===== src/rtl/rom_sequenced_datapath.sv =====
// rom_sequenced_datapath
//   Self-sequencing programmable datapath. A program counter walks an
//   external combinational ROM; each instruction is fetched into an
//   instruction register, then decoded and executed against an internal
//   register file and ALU. Every instruction takes two cycles (FETCH, EXEC).
//
// Ports
//   clk       rising-edge clock
//   reset     synchronous, active-high reset
//   start     begin execution at pc 0 (only looked at in IDLE)
//   rom_addr  ROM address, always equal to pc
//   rom_data  ROM word for rom_addr (combinational)
//   busy      high while the program is running (FETCH/EXEC)
//   done      one-cycle pulse when execution ends
//   result    last value written to any register
//   illegal   sticky flag: undefined opcode or out-of-range branch seen
//   dbg_addr  debug register read address
//   dbg_data  combinational read of R[dbg_addr]
//
// Instruction word, MSB first: op[4] | wa | ra1 | ra2 | imm
//
// state | meaning
// ------+--------------------------------------------------------------
// IDLE  | pc held at 0, waiting for start
// FETCH | rom_data at pc is latched into the instruction register
// EXEC  | register write / result update, choose next pc or finish
// DONE  | one-cycle done pulse, back to IDLE
module rom_sequenced_datapath #(
  parameter  int DATA_W     = 8,
  parameter  int REG_ADDR_W = 4,
  parameter  int IMM_W      = 8,
  parameter  int PC_W       = 8,
  parameter  int PROG_LEN   = 256,
  localparam int INSTR_W    = 4 + 3*REG_ADDR_W + IMM_W
) (
  input  logic                  clk,
  input  logic                  reset,
  input  logic                  start,
  output logic [PC_W-1:0]       rom_addr,
  input  logic [INSTR_W-1:0]    rom_data,
  output logic                  busy,
  output logic                  done,
  output logic [DATA_W-1:0]     result,
  output logic                  illegal,
  input  logic [REG_ADDR_W-1:0] dbg_addr,
  output logic [DATA_W-1:0]     dbg_data
);

  localparam int NREGS  = 2**REG_ADDR_W;
  localparam int IMM_DW = (IMM_W > DATA_W) ? IMM_W : DATA_W;
  localparam int IMM_PW = (IMM_W > PC_W) ? IMM_W : PC_W;

  typedef enum logic [1:0] {S_IDLE, S_FETCH, S_EXEC, S_DONE} state_t;

  state_t              state_q, state_d;
  logic [PC_W-1:0]     pc_q, pc_d;
  logic [INSTR_W-1:0]  ir_q, ir_d;
  logic [DATA_W-1:0]   regs_q [NREGS];
  logic [DATA_W-1:0]   regs_d [NREGS];
  logic [DATA_W-1:0]   result_q, result_d;
  logic                illegal_q, illegal_d;

  // Decoded fields of the latched instruction
  logic [3:0]              op;
  logic [REG_ADDR_W-1:0]   wa, ra1, ra2;
  logic signed [IMM_W-1:0] imm_s;
  logic signed [IMM_DW-1:0] imm_sx;
  logic [IMM_PW-1:0]       imm_zx;
  logic [DATA_W-1:0]       imm_data;
  logic [PC_W-1:0]         br_tgt;
  logic                    br_oob;
  logic                    last_pc;
  logic [DATA_W-1:0]       opa, opb;

  assign op    = ir_q[INSTR_W-1 -: 4];
  assign wa    = ir_q[INSTR_W-5 -: REG_ADDR_W];
  assign ra1   = ir_q[INSTR_W-5-REG_ADDR_W -: REG_ADDR_W];
  assign ra2   = ir_q[IMM_W+REG_ADDR_W-1 -: REG_ADDR_W];
  assign imm_s = ir_q[IMM_W-1:0];

  // Widen first, then take the low bits: this covers both sign extension
  // (IMM_W < DATA_W) and truncation (IMM_W > DATA_W) with one expression.
  assign imm_sx   = IMM_DW'(imm_s);
  assign imm_data = imm_sx[DATA_W-1:0];
  assign imm_zx   = IMM_PW'(ir_q[IMM_W-1:0]);
  assign br_tgt   = imm_zx[PC_W-1:0];
  assign br_oob   = (32'(br_tgt) >= PROG_LEN);
  assign last_pc  = (pc_q == PC_W'(PROG_LEN-1));

  assign opa = regs_q[ra1];
  assign opb = regs_q[ra2];

  logic              wr_en;
  logic [DATA_W-1:0] wr_data;
  logic              taken;
  logic              stop;

  always_comb begin
    state_d   = state_q;
    pc_d      = pc_q;
    ir_d      = ir_q;
    regs_d    = regs_q;
    result_d  = result_q;
    illegal_d = illegal_q;
    wr_en     = 1'b0;
    wr_data   = '0;
    taken     = 1'b0;
    stop      = 1'b0;

    unique case (state_q)
      S_IDLE: begin
        pc_d = '0;
        if (start) state_d = S_FETCH;
      end
      S_FETCH: begin
        ir_d    = rom_data;
        state_d = S_EXEC;
      end
      S_EXEC: begin
        unique case (op)
          4'h0: begin end
          4'h1: begin wr_en = 1'b1; wr_data = opa + opb; end
          4'h2: begin wr_en = 1'b1; wr_data = opa - opb; end
          4'h3: begin wr_en = 1'b1; wr_data = opa & opb; end
          4'h4: begin wr_en = 1'b1; wr_data = opa | opb; end
          4'h5: begin wr_en = 1'b1; wr_data = opa + imm_data; end
          4'h6: begin wr_en = 1'b1; wr_data = imm_data; end
          4'h7: begin
            if (opa == '0) begin
              // A branch outside the program is treated as a fault that
              // ends the run rather than fetching undefined ROM.
              if (br_oob) begin
                illegal_d = 1'b1;
                stop      = 1'b1;
              end else begin
                taken = 1'b1;
              end
            end
          end
          4'hF: stop = 1'b1;
          default: illegal_d = 1'b1;
        endcase

        if (wr_en) begin
          regs_d[wa] = wr_data;
          result_d   = wr_data;
        end

        if (stop) begin
          state_d = S_DONE;
        end else if (taken) begin
          pc_d    = br_tgt;
          state_d = S_FETCH;
        end else if (last_pc) begin
          state_d = S_DONE;
        end else begin
          pc_d    = pc_q + PC_W'(1);
          state_d = S_FETCH;
        end
      end
      S_DONE: begin
        pc_d    = '0;
        state_d = S_IDLE;
      end
      default: state_d = S_IDLE;
    endcase
  end

  always_ff @(posedge clk) begin
    if (reset) begin
      state_q   <= S_IDLE;
      pc_q      <= '0;
      ir_q      <= '0;
      result_q  <= '0;
      illegal_q <= 1'b0;
      for (int i = 0; i < NREGS; i++) regs_q[i] <= '0;
    end else begin
      state_q   <= state_d;
      pc_q      <= pc_d;
      ir_q      <= ir_d;
      result_q  <= result_d;
      illegal_q <= illegal_d;
      regs_q    <= regs_d;
    end
  end

  assign rom_addr = pc_q;
  assign busy     = (state_q == S_FETCH) || (state_q == S_EXEC);
  assign done     = (state_q == S_DONE);
  assign result   = result_q;
  assign illegal  = illegal_q;
  assign dbg_data = regs_q[dbg_addr];

endmodule


===== config.mk =====
export PLATFORM = sky130hd
export DESIGN_NAME = rom_sequenced_datapath
export DESIGN_NICKNAME = d
export VERILOG_FILES = /design/src/rtl/rom_sequenced_datapath.sv
export SDC_FILE = /design/constraint.sdc
export NUM_CORES = 1
export LEC_CHECK = 0
export BUFFER_PORTS_ARGS = -buffer_cell sky130_fd_sc_hd__buf_4
export CAP_MARGIN = 10
export CORE_MARGIN = 1
export CORE_UTILIZATION = 31
export CTS_CLUSTER_SIZE = 16
export DETAILED_ROUTE_END_ITERATION = 8
export GPL_ROUTABILITY_DRIVEN = 0
export PLACE_DENSITY = 0.46
export SLEW_MARGIN = 20
export SYNTH_ARGS = -nofsm -noshare
export SYNTH_HDL_FRONTEND = slang
export SYNTH_SLANG_ARGS = --single-unit

===== constraint.sdc =====
create_clock -name clk -period 12.6 [get_ports clk]
set_input_delay 0.63 -clock clk [delete_from_list [all_inputs] [get_ports clk]]
set_output_delay 0.63 -clock clk [all_outputs]
set_load 0.1 [all_outputs]

==> impl_metrics.json, run 1 <==
{
  "status": "complete, but fails checks",
  "violations": "DRC",
  "drc": 1,
  "p_switching_mw": 0.4670,
  "leakagePower_nw": 3.876,
  "arrival_ns": 5.50,
  "drtAntennaViolNets": 0,
  "multi_input_area_um2": 6386,
  "start_util_pct": 31.45,
  "dr_total_vias": 8072,
  "power_frac_comb_pct": 19.7,
  "synth-async-reset-ratio_pct": 0,
  "hold_path.class": "in2reg",
  "synth_top_area_share_pct": 33.45,
  "gr-usage-all-layers_pct": 20.47,
  "fillers": 3313,
  "syn-num-nets": 1019,
  "core_area_um2": 32540,
  "via_per_inst": 5.657,
  "worst-r2r-cell-count": 17,
  "postCtsSetupRepairBufs": 0,
  "p_clk_share_pct": 39.7,
  "max_slew_margin_pct": 21.49,
  "nNetsFinal": 1020,
  "r2r-start": "ir_q[8]",
  "synthCells": 972,
  "die_area_um2": 33740,
  "avgSynthCellArea_um2": 10.53,
  "critPathKind": "reg2reg",
  "drtIter0Drc": 608,
  "power_mw": 1.445,
  "drv_slew": 0,
  "power_frac_seq_pct": 40.7,
  "critPathCaptureType": "flop",
  "cts_max_path_buffers": 2,
  "cts_resized": 0,
  "fin_cells": 1427,
  "antenna_found_initial": 0,
  "hold_violations": 0,
  "worstHoldPathCells": 3,
  "clockRootBuffer": "clkbuf_16",
  "rsz0062_at_grt": "false",
  "internal_power_mw": 0.9779,
  "crit_path_max_fanout": 31,
  "ys_ff_latch": 171,
  "final_util_pct": 35.63,
  "drive_gt1_share_pct": 23.35,
  "row_count": 66,
  "drv_cap": 0,
  "power_density_nw_per_um2": 124.7,
  "yosysWarningCount": 0,
  "overflow": 0,
  "grt_pass1_vias": 7689,
  "setup_viol": 0,
  "port_buffers": 57,
  "clock_skew_ns": 0.02128,
  "synth_edf_count": 0,
  "clock_latency_ns": 0.45,
  "synthesis.area_um2": 10230,
  "cp.required_ns": 12.96,
  "setup_slack_ns": 7.458,
  "start_kind": "flop",
  "dp_cells": 1396,
  "wl_per_cell_um": 23.42,
  "pre_cts_slack_ns": 7.482,
  "area_growth_syn_to_layout_pct": 13.27,
  "cts_hold_buf": 0,
  "r2r_slack_ns": 7.46,
  "dp_hpwl_um": 21120,
  "synth_commonest_cells": "nor2_1 (192), dfxtp_1 (171), a211oi_1 (93), mux4_2 (85), mux2i_1 (73)",
  "critical_path.endpoint": "regs_q[23]",
  "layout.area.seq_um2": 3427,
  "cts_tree": "done",
  "synth_ff_type": "dfxtp_1",
  "netSwitchingFraction_pct": 32.32,
  "max_clock_freq_mhz": 194.5,
  "ys_types": 63,
  "clock-sinks": 171,
  "die_y_um": 183.7,
  "worstMarginPinSlew_ns": 1.173,
  "drtPass1Iterations": 7,
  "die_x_um": 183.7,
  "path_clk_slew_ns": 0.08,
  "grt_pass1_wl_um": 50490,
  "cp-startpoint": "ir_q[8]",
  "synth_seq_area_share_pct": 33.45,
  "tns_ns": 0,
  "io_pins": 58,
  "synth_top_cell_by_area": "dfxtp_1",
  "grt_max_degree": 89,
  "layout_min_cycle_time_ns": 5.142,
  "reg2reg_to": "regs_q[23]",
  "numCtsBuffers": 17,
  "wl_um": 33410,
  "cts_max_level": 4,
  "synthTopCellsByArea": "dfxtp_1 (33%), mux4_2 (19%), mux2i_1 (7.1%)",
  "synthMostInstantiatedCell": "nor2_1",
  "min_period_over_period_pct": 40.81,
  "ir_drop_uv": 91.46,
  "num_antenna_cells": 0
}
-- cell usage in the layout (no fill, tap or decap), types with 3 or more instances in the layout --
cell type	synthesis	layout
a21o_1	3	3
nand3b_1	3	3
dfxtp_2	0	3
a222oi_1	6	6
nor2_1	192	181
a31oi_1	4	4
nand2b_1	8	8
ha_1	15	15
a211oi_1	93	93
inv_6	0	3
o21a_1	5	5
buf_4	0	71
clkinv_4	0	3
mux4_1	18	18
xor2_1	5	5
dfxtp_1	171	168
o21ai_0	24	24
nor2_2	0	11
nor3_1	10	5
bufinv_16	0	3
xnor2_1	5	5
a211oi_2	10	10
or3_1	6	6
nor3_4	0	4
nor2b_1	10	10
nand3_1	11	11
clkbuf_16	0	17
mux4_2	85	85
nand2_1	28	28
a22o_1	3	3
and2_1	3	3
a22oi_1	26	26
mux2i_1	73	73
a211o_1	5	5
a21oi_1	8	8
inv_1	15	15
-- metrics by stage --
| step | hold slack [ns] | area (um2) |
|---|---|---|
| final | 0.4151 | 11590 |
| after global routing | 0.4121 | 11590 |
| after CTS | 0.4060 | 11590 |
| after detailed placement | 0.4687 | 10970 |
| after global placement | 0.4697 | 10970 |
| after floorplan | 0.4862 | 10230 |
-- power groups by stage --
stage,sequential [mW],combinational (mW),clock (mW)
5_1_grt,0.592,0.305,0.610
3_3_place_gp,0.601,0.286,0
2_1_floorplan,0.606,0.201,0
6_report,0.588,0.284,0.573
3_5_place_dp,0.601,0.286,0
4_1_cts,0.588,0.286,0.586
-- cell type report --
cell class                      instances  share of cell area, %
Clock inverter                         13                  1.554
Sequential cell                       171                  29.57
Tap cell                              442                  4.771
Timing Repair Buffer                   72                  4.696
Inverter                               16                 0.5289
Multi-Input combinational cell        695                  55.10
Clock buffer                           18                  3.789
-- cell families after synthesis --
kind of cell               count (synthesis)  share of synthesized area, %
adders and majority gates                 16                         2.030
buffers and inverters                    106                         4.964
xor gates and xnor gates                  10                        0.8558
muxes                                    178                         30.82
DFF                                      171                         33.45
and+or+nand+nor                          286                         12.13
AOI/OAI and AO/OA                        205                         15.75
-- routing by layer --
layer  global-route usage (%)  wire length [um]  vias to the layer above
li1                         -                 -                     3727
met1                    27.32             14920                     4049
met2                    33.79             16220                      261
met3                    3.803              1659                       35
met4                    5.533               617                        0
met5                        0                 0                        -
-- state kept, by name, indices dropped and copies added, names as in the netlist --
signal    count
regs_q      128
rom_addr      8
illegal       1
result        8
state_q       2
ir_q         24
-- worst min path at each step --
stage	start	to	slack (ns)
6_report	rom_data[9]	ir_q[9]	0.42
5_1_grt	rom_data[16]	ir_q[16]	0.41
4_1_cts	rom_data[11]	ir_q[11]	0.41
3_5_place_dp	illegal	illegal	0.47
3_3_place_gp	ir_q[12]	ir_q[12]	0.47
2_1_floorplan	regs_q[10]	regs_q[10]	0.49
-- worst max-delay path, stage by stage, from the launching register on --
cell and delay [ns]:
dfxtp_2 0.31, buf_4 0.52, mux4_1 0.63, a22o_1 0.26
a221oi_2 0.64, nand2_1 0.11, nor2_1 0.20, xnor2_1 0.14
o221ai_1 0.15, ha_1 0.37, o21ai_0 0.17, nand2b_1 0.10
and3_1 0.20, or4_1 0.51, o21ai_0 0.15, a2111oi_4 0.07
buf_4 0.24, a211oi_1 0.24
No activity file was read; power rests on OpenSTA's default activity.
==> run 2: changes to the inputs <==
- PLACE_DENSITY: 0.46 -> 0.48
- clock period: 12.6 -> 4.4 ns (I/O delays scaled with it)
==> impl_metrics.json, run 2 (same netlist as run 1, synthesis figures left out) <==
{
  "status": "complete, no violations",
  "critPathKind": "reg2reg",
  "reg2reg_to": "regs_q[15]",
  "cp.required_ns": 4.68,
  "drv_cap": 0,
  "drc": 0,
  "r2r_slack_ns": 0.08,
  "drtIter0Drc": 514,
  "die_y_um": 183.7,
  "layout_commonest_cell": "nor2_1",
  "cts_tree": "done",
  "area_growth_syn_to_layout_pct": 19.67,
  "nNetsFinal": 1081,
  "cts_max_level": 4,
  "max_slew_margin_pct": 32.22,
  "hold_path.class": "in2reg",
  "layout_min_cycle_time_ns": 4.322,
  "overflow": 0,
  "critPathCaptureType": "flop",
  "min_period_over_period_pct": 98.22,
  "p_switching_mw": 1.343,
  "power_frac_seq_pct": 40.5,
  "cp-startpoint": "ir_q[8]",
  "leakagePower_nw": 4.234,
  "rsz0062_at_grt": "true",
  "grt_pass1_wl_um": 50440,
  "gr-usage-all-layers_pct": 20.15,
  "clock-sinks": 171,
  "wl_um": 33320,
  "reg.largest.list": "regs_q x128, ir_q x24",
  "antenna_found_initial": 0,
  "via_per_inst": 5.543,
  "r2r-start": "ir_q[8]",
  "hold_violations": 0,
  "max_clock_freq_mhz": 231.4,
  "pre_cts_slack_ns": -0.08282,
  "die_area_um2": 33740,
  "drtAntennaViolNets": 0,
  "power_frac_comb_pct": 21.6,
  "power_density_nw_per_um2": 338.4,
  "num_antenna_cells": 0,
  "regMostFlops": "regs_q",
  "ir_drop_uv": 282.7,
  "start_kind": "flop",
  "dr_total_vias": 8254,
  "dp_hpwl_um": 22770,
  "critical_path.endpoint": "regs_q[15]",
  "min-delay-start": "rom_data[16]",
  "clockRootBuffer": "clkbuf_16",
  "row_count": 66,
  "io_pins": 58,
  "worstHoldPathCells": 3,
  "crit_path_max_fanout": 7,
  "drive_gt1_share_pct": 29.70,
  "largest_reg_flops": 128,
  "arrival_ns": 4.61,
  "port_buffers": 57,
  "cts_max_path_buffers": 2,
  "setup_viol": 0,
  "grt_max_degree": 101,
  "die_x_um": 183.7,
  "core_area_um2": 32540,
  "start_util_pct": 31.45,
  "numCtsBuffers": 17,
  "final_cell_mix": "nor2_1 (188), dfxtp_1 (168), buf_4 (118), mux4_2 (91), a211oi_1 (89)",
  "clock_latency_ns": 0.44,
  "drv_slew": 0,
  "drtPass1Iterations": 5,
  "power_mw": 4.145,
  "setup_slack_ns": 0.07810,
  "clock_skew_ns": 0.01071,
  "path_clk_slew_ns": 0.07,
  "worst-r2r-cell-count": 19,
  "internal_power_mw": 2.802,
  "worstMarginPinSlew_ns": 1.015,
  "p_clk_share_pct": 37.8,
  "grt_pass1_vias": 8109,
  "netSwitchingFraction_pct": 32.40,
  "wl_per_cell_um": 22.37
}
==> run 2: cell count changes in the layout (fill, tap and decap cells not counted), sizes merged <==
cell,change
buf,+59
clkbuf,+3
inv,+2
bufinv,-1
clkinvlp,-1
==> run 2: repair_timing <==
action	CTS	global route
buffers inserted	0	12
gates resized for setup	1	55
pin swaps	0	14
cloned	0	2
hold buffers	0	0
setup endpoints to repair	17	17
==> run 2: cell type report <==
class | count | area [um2]
clock buffer | 19 | 432.9
clock inverter | 13 | 156.4
fill | 3284 | 20290
inverter | 16 | 62.56
multi-input combinational | 695 | 6456
sequential | 171 | 3430
tap | 442 | 553.0
timing repair buffer | 133 | 1156
==> run 2: worst min-delay path by stage <==
stage,endpoint,slack [ns]
2_1_floorplan,ir_q[0],0.37
3_3_place_gp,ir_q[16],0.46
6_report,ir_q[16],0.01
4_1_cts,ir_q[16],0.002
5_1_grt,ir_q[3],0.02
3_5_place_dp,ir_q[17],0.46
==> run 2: worst max-delay path, cell delays in order (launching register included) <==
cell       delay (ns)
dfxtp_4          0.43
buf_4            0.13
mux4_2           0.49
a22o_4           0.25
a221oi_4         0.27
ha_4             0.27
a22oi_2          0.13
o21ai_1          0.10
ha_1             0.30
a21oi_2          0.15
o21a_1           0.18
o21ai_2          0.07
and3_4           0.19
nor2_2           0.16
nor4_1           0.08
buf_4            0.15
a2111oi_4        0.36
buf_4            0.22
clkbuf_16        0.15
a211oi_2         0.06
==> run 2: metrics by stage <==
step / area, um2 / utilization, % / setup TNS (ns) / cells / hold WS [ns]
after detailed placement: 11370 / 34.94 / -0.9029 / 1444 / 0.4642
final: 12250 / 37.64 / 0 / 1489 / 0.01464
after global routing: 12250 / 37.64 / -0.9228 / 1489 / 0.02494
after CTS: 11960 / 36.76 / 0 / 1476 / 0.002294
after floorplan: 10230 / - / 0 / 972 / 0.3673
after global placement: 11370 / 34.94 / -0.06905 / 1444 / 0.4562
==> run 2: power by group through the flow <==
| stage | Combinational, mW | Clock [mW] | Sequential, mW |
|---|---|---|---|
| 6_report | 0.896 | 1.57 | 1.68 |
| 4_1_cts | 0.859 | 1.61 | 1.68 |
| 3_5_place_dp | 0.858 | 0 | 1.72 |
| 3_3_place_gp | 0.854 | 0 | 1.72 |
| 2_1_floorplan | 0.575 | 0 | 1.73 |
| 5_1_grt | 0.956 | 1.67 | 1.69 |
==> run 2: per-layer routing <==
metal  vias to the layer above  wire [um]  GRT usage, %
met4                         0        618         6.100
met3                        37       1702         3.883
li1                       3834          -             -
met5                         -          0             0
met2                       236      16240         33.11
met1                      4147      14760         26.70
